[config.mk]
export PLATFORM = sky130hd
export DESIGN_NAME = sweep_peak_tracker
export DESIGN_NICKNAME = d
export VERILOG_FILES = /design/src/rtl/sweep_peak_tracker.sv
export SDC_FILE = /design/constraint.sdc
export NUM_CORES = 1
export LEC_CHECK = 0
export BUFFER_PORTS_ARGS = -buffer_cell sky130_fd_sc_hd__clkbuf_2
export CAP_MARGIN = 20
export CORE_MARGIN = 2
export CORE_UTILIZATION = 45
export DETAILED_ROUTE_END_ITERATION = 6
export GPL_TIMING_DRIVEN = 0
export PLACE_DENSITY = 0.7
export RECOVER_POWER = 50
export SLEW_MARGIN = 20
export SYNTH_ARGS = -nofsm -noshare
export SYNTH_HDL_FRONTEND = slang
export SYNTH_SLANG_ARGS = --single-unit
[constraint.sdc]
create_clock -name clk -period 5.9 [get_ports clk]
set_clock_uncertainty 0.1 [all_clocks]
set_input_delay 1.18 -clock clk [delete_from_list [all_inputs] [get_ports clk]]
set_output_delay 1.18 -clock clk [all_outputs]
set_load 0.005 [all_outputs]
[src/rtl/sweep_peak_tracker.sv]
// rtl/sweep_peak_tracker.sv - sweep-and-hold peak finder with per-position averaging
// Steps through NUM_POS positions via req/ack, averages samples, publishes the best average.
module sweep_peak_tracker #(
    parameter int DATA_W   = 12,
    parameter int POS_W    = 9,
    parameter int NUM_POS  = 360,
    parameter int AVG_LOG2 = 2
) (
    input  logic              clk,
    input  logic              reset_n,
    input  logic              start,
    input  logic              abort,
    input  logic              step_ack,
    input  logic              sample_valid,
    input  logic [DATA_W-1:0] sample,
    output logic              step_req,
    output logic [POS_W-1:0]  step_pos,
    output logic              busy,
    output logic              done,
    output logic              peak_valid,
    output logic [DATA_W-1:0] peak_value,
    output logic [POS_W-1:0]  peak_pos
);

    localparam int ACC_W = DATA_W + AVG_LOG2;
    localparam int CNT_W = AVG_LOG2 + 1;
    localparam logic [CNT_W-1:0] CNT_LAST = CNT_W'((1 << AVG_LOG2) - 1);
    localparam logic [POS_W-1:0] POS_LAST = POS_W'(NUM_POS - 1);

    typedef enum logic [2:0] {S_IDLE, S_MOVE, S_ACQ, S_CMP, S_DONE} state_t;

    state_t             r_state;
    state_t             w_next;
    logic [ACC_W-1:0]   r_acc;
    logic [CNT_W-1:0]   r_cnt;
    logic [DATA_W-1:0]  r_work_peak;
    logic [POS_W-1:0]   r_work_pos;
    logic               r_first;
    logic               r_step_req;
    logic [POS_W-1:0]   r_step_pos;
    logic               r_busy;
    logic               r_done;
    logic               r_peak_valid;
    logic [DATA_W-1:0]  r_peak_value;
    logic [POS_W-1:0]   r_peak_pos;

    logic [DATA_W-1:0]  w_avg;
    logic               w_take;
    logic [DATA_W-1:0]  w_best_val;
    logic [POS_W-1:0]   w_best_pos;
    logic               w_last_sample;

    assign w_avg         = DATA_W'(r_acc >> AVG_LOG2);
    assign w_take        = r_first || (w_avg > r_work_peak);
    assign w_best_val    = w_take ? w_avg : r_work_peak;
    assign w_best_pos    = w_take ? r_step_pos : r_work_pos;
    assign w_last_sample = sample_valid && (r_cnt == CNT_LAST);

    always_ff @(posedge clk or negedge reset_n) begin
        if (!reset_n) begin
            r_state <= S_IDLE;
        end else begin
            r_state <= w_next;
        end
    end

    // Abort wins over every transition out of a non-idle state.
    always_comb begin
        w_next = r_state;
        case (r_state)
            S_IDLE: if (start && !abort) w_next = S_MOVE;
            S_MOVE: begin
                if (abort)         w_next = S_IDLE;
                else if (step_ack) w_next = S_ACQ;
            end
            S_ACQ: begin
                if (abort)              w_next = S_IDLE;
                else if (w_last_sample) w_next = S_CMP;
            end
            S_CMP: begin
                if (abort)                        w_next = S_IDLE;
                else if (r_step_pos == POS_LAST)  w_next = S_DONE;
                else                              w_next = S_MOVE;
            end
            S_DONE:  w_next = S_IDLE;
            default: w_next = S_IDLE;
        endcase
    end

    always_ff @(posedge clk or negedge reset_n) begin
        if (!reset_n) begin
            r_acc        <= '0;
            r_cnt        <= '0;
            r_work_peak  <= '0;
            r_work_pos   <= '0;
            r_first      <= 1'b0;
            r_step_req   <= 1'b0;
            r_step_pos   <= '0;
            r_busy       <= 1'b0;
            r_done       <= 1'b0;
            r_peak_valid <= 1'b0;
            r_peak_value <= '0;
            r_peak_pos   <= '0;
        end else begin
            r_step_req <= (w_next == S_MOVE);
            r_busy     <= (w_next != S_IDLE);
            r_done     <= (w_next == S_DONE);
            case (r_state)
                S_IDLE: begin
                    if (w_next == S_MOVE) begin
                        r_step_pos  <= '0;
                        r_work_peak <= '0;
                        r_work_pos  <= '0;
                        r_first     <= 1'b1;
                    end
                end
                S_MOVE: begin
                    if (w_next == S_ACQ) begin
                        r_acc <= '0;
                        r_cnt <= '0;
                    end
                end
                S_ACQ: begin
                    if (!abort && sample_valid) begin
                        r_acc <= r_acc + ACC_W'(sample);
                        r_cnt <= r_cnt + CNT_W'(1);
                    end
                end
                S_CMP: begin
                    if (!abort) begin
                        r_work_peak <= w_best_val;
                        r_work_pos  <= w_best_pos;
                        r_first     <= 1'b0;
                        if (w_next == S_MOVE) r_step_pos <= r_step_pos + POS_W'(1);
                        // Publish the result including the last position's comparison.
                        if (w_next == S_DONE) begin
                            r_peak_value <= w_best_val;
                            r_peak_pos   <= w_best_pos;
                            r_peak_valid <= 1'b1;
                        end
                    end
                end
                default: ;
            endcase
        end
    end

    assign step_req   = r_step_req;
    assign step_pos   = r_step_pos;
    assign busy       = r_busy;
    assign done       = r_done;
    assign peak_valid = r_peak_valid;
    assign peak_value = r_peak_value;
    assign peak_pos   = r_peak_pos;

endmodule

# After elaboration in Yosys (flattened, before gate mapping)
# Index checks and enable logic that the tools add are counted.
[word_totals] ff_bits=76 latch_bits=0 ram_bits=0 rom_bits=0 inputBits=18 output_inout_bits=34 word_cells=72 memories=0
[op_classes] add_sub_neg=3 multipliers=0 div_mod_pow=0 order_cmp=1 eq_ne=13 shifts=0 mux=28 bitwise=1 reduce_logical=13
[ops] operator="$mux 9" count=5
[ops] operator="$mux 12" count=3
[ops] operator="$pmux 9 s2" count=2
[ops] operator="$mux 14" count=2
[ops] operator="$pmux 14 s2" count=1
[ops] operator="$mux 3" count=9
[ops] operator="$pmux 12 s2" count=1
[ops] operator="$add 14x12->14" count=1
[ops] operator="$eq 3x2->1 const B" count=4
[ops] operator="$gt 12x12->1" count=1
[ops] operator="$pmux 3 s4" count=1
[ops] operator="$ne 2x2->1 const B" count=5
[ops] operator="$add 9x1->9 const B" count=1
[ops] operator="$eq 9x9->1 const B" count=1
[ops] operator="$reduce_and 3->1" count=3
[ops] operator="$eq 3x1->1 const B" count=2
[ops] operator="$pmux 3 s2" count=1
[ops] operator="$reduce_and 4->1" count=1
[ops] operator="$reduce_bool 2->1" count=2
[ops] operator="$add 3x1->3 const B" count=1
[ops] operator="$eq 3x3->1 const B" count=1
[ops] operator="$logic_and 1x1->1" count=3
[ops] operator="$logic_not 3->1" count=1
[ops] operator="$reduce_bool 3->1" count=1
[ops] operator="5 further kinds" count=6

# Depth between registers and ports, before layout
# Gate-level depths: netlist of run 1.
[logic_depth] ltp_word=9 ltp_mapped=10 ltp_nobuf=8

# Worst setup path before layout of run 1
# Ideal clock, no wire load.
[synth_timing] path_type="input to register" start="in sample[8]" end="reg r_acc[11]" setup_time_ps=122 arrival_ps=2704 required_time_ps=5678 slack_ps=2974 path_stages=6 path_buffers=0 path_cell_list="ha_1 -> a21o_1 -> a221oi_1 -> a21boi_1 -> or3_1 -> a32o_1"
[synth_via] elab_chain_cells=3
[synth_lines] item="start: declaration" line="15" source="input logic [DATA_W-1:0] sample,"
[synth_lines] item="$add 14x12->14" line="125" source="r_acc <= r_acc + ACC_W'(sample);"
[synth_lines] item="$mux 14" line="124" source="if (!abort && sample_valid) begin"
[synth_lines] item="$pmux 14 s2" line="108" source="case (r_state)"
[synth_lines] item="end signal: assignment" line="125"
[synth_lines] item="end: declaration" line="34" source="logic [ACC_W-1:0] r_acc;"
# Every way passes these cells. The select of a mux whose other input is x is not followed.
# A chain may end at the register's enable or synchronous reset.

# Final worst setup path of run 1
# Ends and elaborated chain as after synthesis.

==> flow_summary.toml, run 1 <==
[critical_path]
path_delay_family = "compound AO/OA/AOI/OAI gates"
reg2reg_to = "r_work_peak[4]$_DFFE_PN0P_"
critical_path.startpoint_type = "input pin"
crit_cells = 7
required_ns = 6.04
r2r_start = "r_acc[12]$_DFFE_PN0P_"
end_kind = "flop"
cp_slowest_cell = "ha_1"
crit_buf_inv = 1
path_cells = "clkbuf_2 -> ha_1 -> a21o_1 -> a221oi_1 -> a21boi_1 -> or3_1 -> a32o_1"
rrSetupSlack_ns = 3.41
criticalPathCategory = "input pin to flop"
path_max_fanout = 7
max_stage_delay_ns = 0.38
worstPathArrival_ns = 2.97
cp-startpoint = "sample[8]"
r2r_cells = 8

[finish]
multi_input_area_sq_um = 1893
syn_to_final_growth_pct = 15.91
drive_above_1_share = 0.1851
fillers = 764
mostFrequentLayoutCells = "76 x dfrtp_1, 45 x clkbuf_2, 34 x nand2_1"
regArea_sq_um = 1902
fin_nets = 484
final_common_cell = "dfrtp_1"
antennaDiodeCount = 0

[timing]
rsz0062_at_grt = "no"
slew_headroom = -0.03102
final_hold_viol_count = 0
finalSetupViolCount = 0
worst_slack_ns = 3.066
max_freq_mhz = 352.9
period_share = 0.4803
final_max_slew_viol_count = 27
finalCriticalPeriod_ns = 2.834
worstMarginPinSlew_ns = 1.547
fin_setup_tns_ns = 0

[flow_run]
cap_violations = 1

[global_route]
antenna_found_initial = 0
overflow = 0
grt_pass1_vias = 3068
grt_pass1_wl_mm = 15.10
grt.total_usage = 0.1949
grt_max_degree = 51

[placed_design]
io_buffers = 51
dpl.hpwl_mm = 6.559
gp_congestion = 0.8568
place_ws_ns = 2.719

[synthesis]
synthMuxAreaShare = 0.005376
synth_compound_area_frac = 0.1999
synthArstFlopShare = 1.000
synth.ff_latch_count = 76
synth_nets = 421
ys_types = 54
synth_xor_area_frac = 0.03542
synth-simple-area-share = 0.1505
synth_top_family_by_area = "compound AO/OA/AOI/OAI gates"
synth_edf_count = 0
synth-seq-area-share = 0.4807
syn_inst = 375
yosysWarnings = 0
synth_flop_cell = "dfrtp_1"
synth_area_sq_um = 3956
syn-mean-instance-area_sq_um = 10.55
synth_fa_ha_area_frac = 0.09045

[min_path]
hp-class = "flop to flop"
hp-start = "peak_valid$_DFFE_PN0P_"
hold-path-cell-count = 1
holdPathEnd = "peak_valid$_DFFE_PN0P_"

[clocking]
post_cts_resized = 0
insertion_delay_ns = 0.35
cts_sinks = 76
htreeDepth = 3
ctsRootBufferMaster = "clkbuf_8"
clock_path_buffers = 2
cts_tree = "done"
post_cts_buffers = 0
hold_buffers = 0
path_clk_slew_ns = 0.08
cts_made_buffers = 9

[drt]
routed_wl_mm = 8.988
via_per_inst = 5.612
num_vias = 3092
drtAntennaViolNets = 0
wl_per_cell_microns = 16.31
detail_route.iter0.violations = 143
drc = 0
dr.pass1.iters = 4

[die]
dieWidth_microns = 97.77
die_area_sq_um = 9558
start_util = 0.4581
io_pins = 52
fp.dieH_microns = 97.77
std_cell_rows = 34
core-area_sq_um = 8636

[pwr]
peakVddDrop_v = 0.0001372
powerDensity_nw_per_um2 = 293.2
power.leakage_nw = 2.262

[status]
status = "complete, but fails checks"
failed_checks = "capacitance limit, slew limit"
## metrics by stage
| step | power [mW] | cell area (sq um) | utilization | hold slack, ns | std cells |
|---|---|---|---|---|---|
| after global routing | 1.418 | 4586 | 0.5310 | 0.4086 | 551 |
| after global placement | 0.8753 | 4347 | 0.5033 | 0.3486 | 534 |
| final | 1.345 | 4586 | 0.5310 | 0.3790 | 551 |
| after CTS | 1.352 | 4608 | 0.5336 | 0.3809 | 551 |
| after detailed placement | 0.8926 | 4377 | 0.5068 | 0.3600 | 535 |
| after floorplan | 0.8070 | 3956 | - | 0.3487 | 375 |
## power by group
group	switching (mW)	leakage (nW)	internal [mW]
clock network	0.205	0.113	0.253
logic	0.163	1.11	0.130
registers	0.0433	1.04	0.550
total	0.411	2.26	0.933
## synth_stat cells (3+ instances only)
master / count / area (sq um)
o21a_1: 3 / 22.52
nand2_1: 34 / 127.6
xor2_1: 10 / 87.58
o21ai_0: 12 / 60.06
inv_1: 19 / 71.32
ha_1: 27 / 337.8
or3_1: 5 / 31.28
nor3_1: 4 / 20.02
xnor2_1: 6 / 52.55
o22a_1: 4 / 35.03
o21ai_1: 11 / 55.05
nand4_1: 7 / 43.79
and3_1: 3 / 18.77
dfrtp_1: 76 / 1902
nand3_1: 19 / 95.09
a21oi_1: 11 / 55.05
and4_1: 4 / 35.03
o211ai_1: 3 / 22.52
a22oi_1: 14 / 105.1
buf_2: 8 / 40.04
a22o_1: 28 / 245.2
and2_1: 5 / 31.28
a21o_1: 5 / 37.54
nand2b_1: 4 / 25.02
clkbuf_1: 5 / 18.77
nor2_1: 14 / 52.55
## how the worst max path moves through the flow
stage	endpoint	slack, ns
after floorplan	r_acc[11]$_DFFE_PN0P_	2.97
after global placement	r_acc[11]$_DFFE_PN0P_	2.74
after detailed placement	r_acc[11]$_DFFE_PN0P_	2.72
after CTS	r_acc[11]$_DFFE_PN0P_	3.08
after global routing	r_acc[8]$_DFFE_PN0P_	2.91
final	r_acc[11]$_DFFE_PN0P_	3.07
## routing by layer
layer / global-route usage / vias up / part of all wire
li1: - / 1528 / -
met1: 0.2845 / 1483 / 0.49
met2: 0.2939 / 68 / 0.45
met3: 0.03508 / 13 / 0.042
met4: 0.06944 / 0 / 0.015
met5: 0 / - / 0
## layout make-up
type	count	share of cell area
flip-flops and latches	76	0.4147
multi-input cells	264	0.4128
repair buffers	52	0.06003
clock buffers	10	0.03001
well taps	108	0.02947
clock inverters	6	0.02046
inverters	21	0.01719
plain buffers	14	0.01528
## cells by family after synthesis
kind of cell | after synthesis
DFF | 76
buffers and inverters | 35
adders and majority gates | 28
muxes | 2
AOI/OAI and AO/OA | 107
and+or+nand+nor | 111
xor gates and xnor gates | 16
## worst reg2reg max path: stages, from the launching register on
cell	delay, ns
dfrtp_1	0.49
ha_1	0.35
nand4_1	0.15
nor3b_1	0.20
a21bo_2	0.27
a31oi_1	0.29
nor2_1	0.10
buf_2	0.24
a22o_1	0.20
## sequential cells by signal (all words and copies together), names as in the netlist
name,flops
step_pos,9
r_cnt,3
r_first,1
peak_pos,9
step_req,1
done,1
peak_value,12
r_work_peak,12
r_acc,14
r_work_pos,9
busy,1
peak_valid,1
r_state,3
Note: power is estimated with default switching activity, not from simulation.
==> run 2, diff against run 1 <==
==> constraint.sdc (replaced) <==
create_clock -name clk -period 2.9 [get_ports clk]
set_clock_uncertainty 0.1 [all_clocks]
set_input_delay 0.58 -clock clk [delete_from_list [all_inputs] [get_ports clk]]
set_output_delay 0.58 -clock clk [all_outputs]
set_load 0.005 [all_outputs]
==> run 2 against run 1 <==
Against the previous run: the flow still finishes with violations (capacitance limit, slew limit); hold slack about the same; global-route usage stayed put; sequential power up 100%; clock power is 100% higher; via count about the same; count of clock-buffer cells in the layout unchanged; wire length hardly changed; critical path depth up 1; core utilization increased by 0.14 points; combinational power up 100%; sequential cell count stayed put; largest power group unchanged.
==> flow_summary.toml, run 2 (same netlist as run 1, synthesis figures left out) <==
[drt]
via_per_inst = 5.608
drc = 0
wl_per_cell_microns = 16.32
routed_wl_mm = 8.995
detail_route.iter0.violations = 137
dr.pass1.iters = 4
drtAntennaViolNets = 0
num_vias = 3090

[die]
std_cell_rows = 34
fp.dieH_microns = 97.77
start_util = 0.4581
io_pins = 52
die_area_sq_um = 9558
core-area_sq_um = 8636
dieWidth_microns = 97.77

[placed_design]
gp_congestion = 0.8568
place_ws_ns = 0.3191
dpl.hpwl_mm = 6.559
dp_cells = 535
io_buffers = 51

[clocking]
ctsRootBufferMaster = "clkbuf_8"
cts_sinks = 76
post_cts_buffers = 0
hold_buffers = 0
insertion_delay_ns = 0.36
htreeDepth = 3
post_cts_resized = 0
cts_made_buffers = 9
cts_tree = "done"
clock_path_buffers = 2
path_clk_slew_ns = 0.08

[critical_path]
criticalPathCategory = "flop to flop"
required_ns = 3.04
crit_end = "r_work_peak[4]$_DFFE_PN0P_"
critical_path.startpoint_type = "flop"
worstPathArrival_ns = 2.64
cp-startpoint = "r_acc[12]$_DFFE_PN0P_"
path_max_fanout = 10
r2r_cells = 8
reg2reg_to = "r_work_peak[4]$_DFFE_PN0P_"
end_kind = "flop"
r2r_start = "r_acc[12]$_DFFE_PN0P_"
rrSetupSlack_ns = 0.40

[global_route]
overflow = 0
use_met1 = 0.2845
gr-usage-met2 = 0.2939
top_usage_layer = "met2"
grt.total_usage = 0.1949
grt_pass1_wl_mm = 15.10
grtUsageMet3 = 0.03508
grt_max_degree = 51
grt_pass1_vias = 3068
antenna_found_initial = 0

[finish]
syn_to_final_growth_pct = 16.22
multi_input_area_sq_um = 1906
mostFrequentLayoutCells = "76 x dfrtp_1, 45 x clkbuf_2, 34 x nand2_1"
layoutNonFillerInstCount = 551
final_common_cell = "dfrtp_1"
top_register = "r_acc"
drive_above_1_share = 0.1896
antennaDiodeCount = 0
fin_nets = 484
regArea_sq_um = 1902
fillers = 761
largest_reg_flops = 14
final_util = 0.5325

[timing]
finalSetupViolCount = 0
worst_slack_ns = 0.3992
slew_headroom = -0.02952
rsz0062_at_grt = "no"
period_share = 0.8623
worstMarginPinSlew_ns = 1.544
max_freq_mhz = 399.9
fin_setup_tns_ns = 0
finalCriticalPeriod_ns = 2.501
final_max_slew_viol_count = 27
final_hold_viol_count = 0

[status]
status = "complete, but fails checks"
failed_checks = "capacitance limit, slew limit"

[pwr]
powerDensity_nw_per_um2 = 595.4
power.leakage_nw = 2.262
peakVddDrop_v = 0.0002795

[flow_run]
cap_violations = 1

[min_path]
hp-class = "flop to flop"
-- run 2: cell count changes in the layout (fill, tap and decap cells not counted) --
cell / change
nand4bb_2: +1
a41oi_2: +1
nand4bb_1: -1
a41oi_1: -1
-- run 2: cell type report --
type | instances | share of cell area
clock buffer | 10 | 0.02993
buffer | 14 | 0.01524
sequential | 76 | 0.4136
timing repair buffer | 52 | 0.05986
clock inverter | 6 | 0.02041
inverter | 21 | 0.01714
tap | 108 | 0.02939
multi-input combinational | 264 | 0.4144
-- run 2: worst min path at each step --
stage               depth (start not counted)                endpoint                   start  slack (ns)
floorplan                                   0          busy$_DFF_PN0_                 reset_n        0.18
global placement                            1  peak_valid$_DFFE_PN0P_  peak_valid$_DFFE_PN0P_        0.35
detailed placement                          1  peak_valid$_DFFE_PN0P_  peak_valid$_DFFE_PN0P_        0.36
CTS                                         1    r_cnt[2]$_DFFE_PN0P_                 reset_n        0.09
global route                                2    r_state[1]$_DFF_PN0_                   abort        0.41
finish                                      1  peak_valid$_DFFE_PN0P_  peak_valid$_DFFE_PN0P_        0.38
-- run 2: critical path, cell delays in order, from the launching register on --
cell     delay (ns)
dfrtp_1        0.49
ha_1           0.35
nand4_1        0.15
nor3b_1        0.20
a21bo_2        0.27
a31oi_1        0.30
nor2_1         0.11
buf_2          0.24
a22o_1         0.20
-- run 2: metal layers --
metal / share of wire / routed length (microns)
met1: 0.50 / 4464
met2: 0.45 / 4043
met3: 0.038 / 343
met4: 0.016 / 143
met5: 0 / 0
-- run 2: through the flow --
stage / area [sq um] / hold slack [ns] / total power [mW]
after floorplan: 3956 / 0.1844 / 1.642
after global placement: 4347 / 0.3486 / 1.781
after detailed placement: 4377 / 0.3600 / 1.816
after CTS: 4608 / 0.08539 / 2.750
final: 4598 / 0.3787 / 2.738
after global routing: 4598 / 0.4053 / 2.886
-- run 2: where the power goes --
part	leakage, nW	internal, mW	switching [mW]
Clock	0.113	0.516	0.417
Sequential	1.04	1.12	0.0888
Combinational	1.11	0.266	0.332
Total	2.26	1.90	0.838
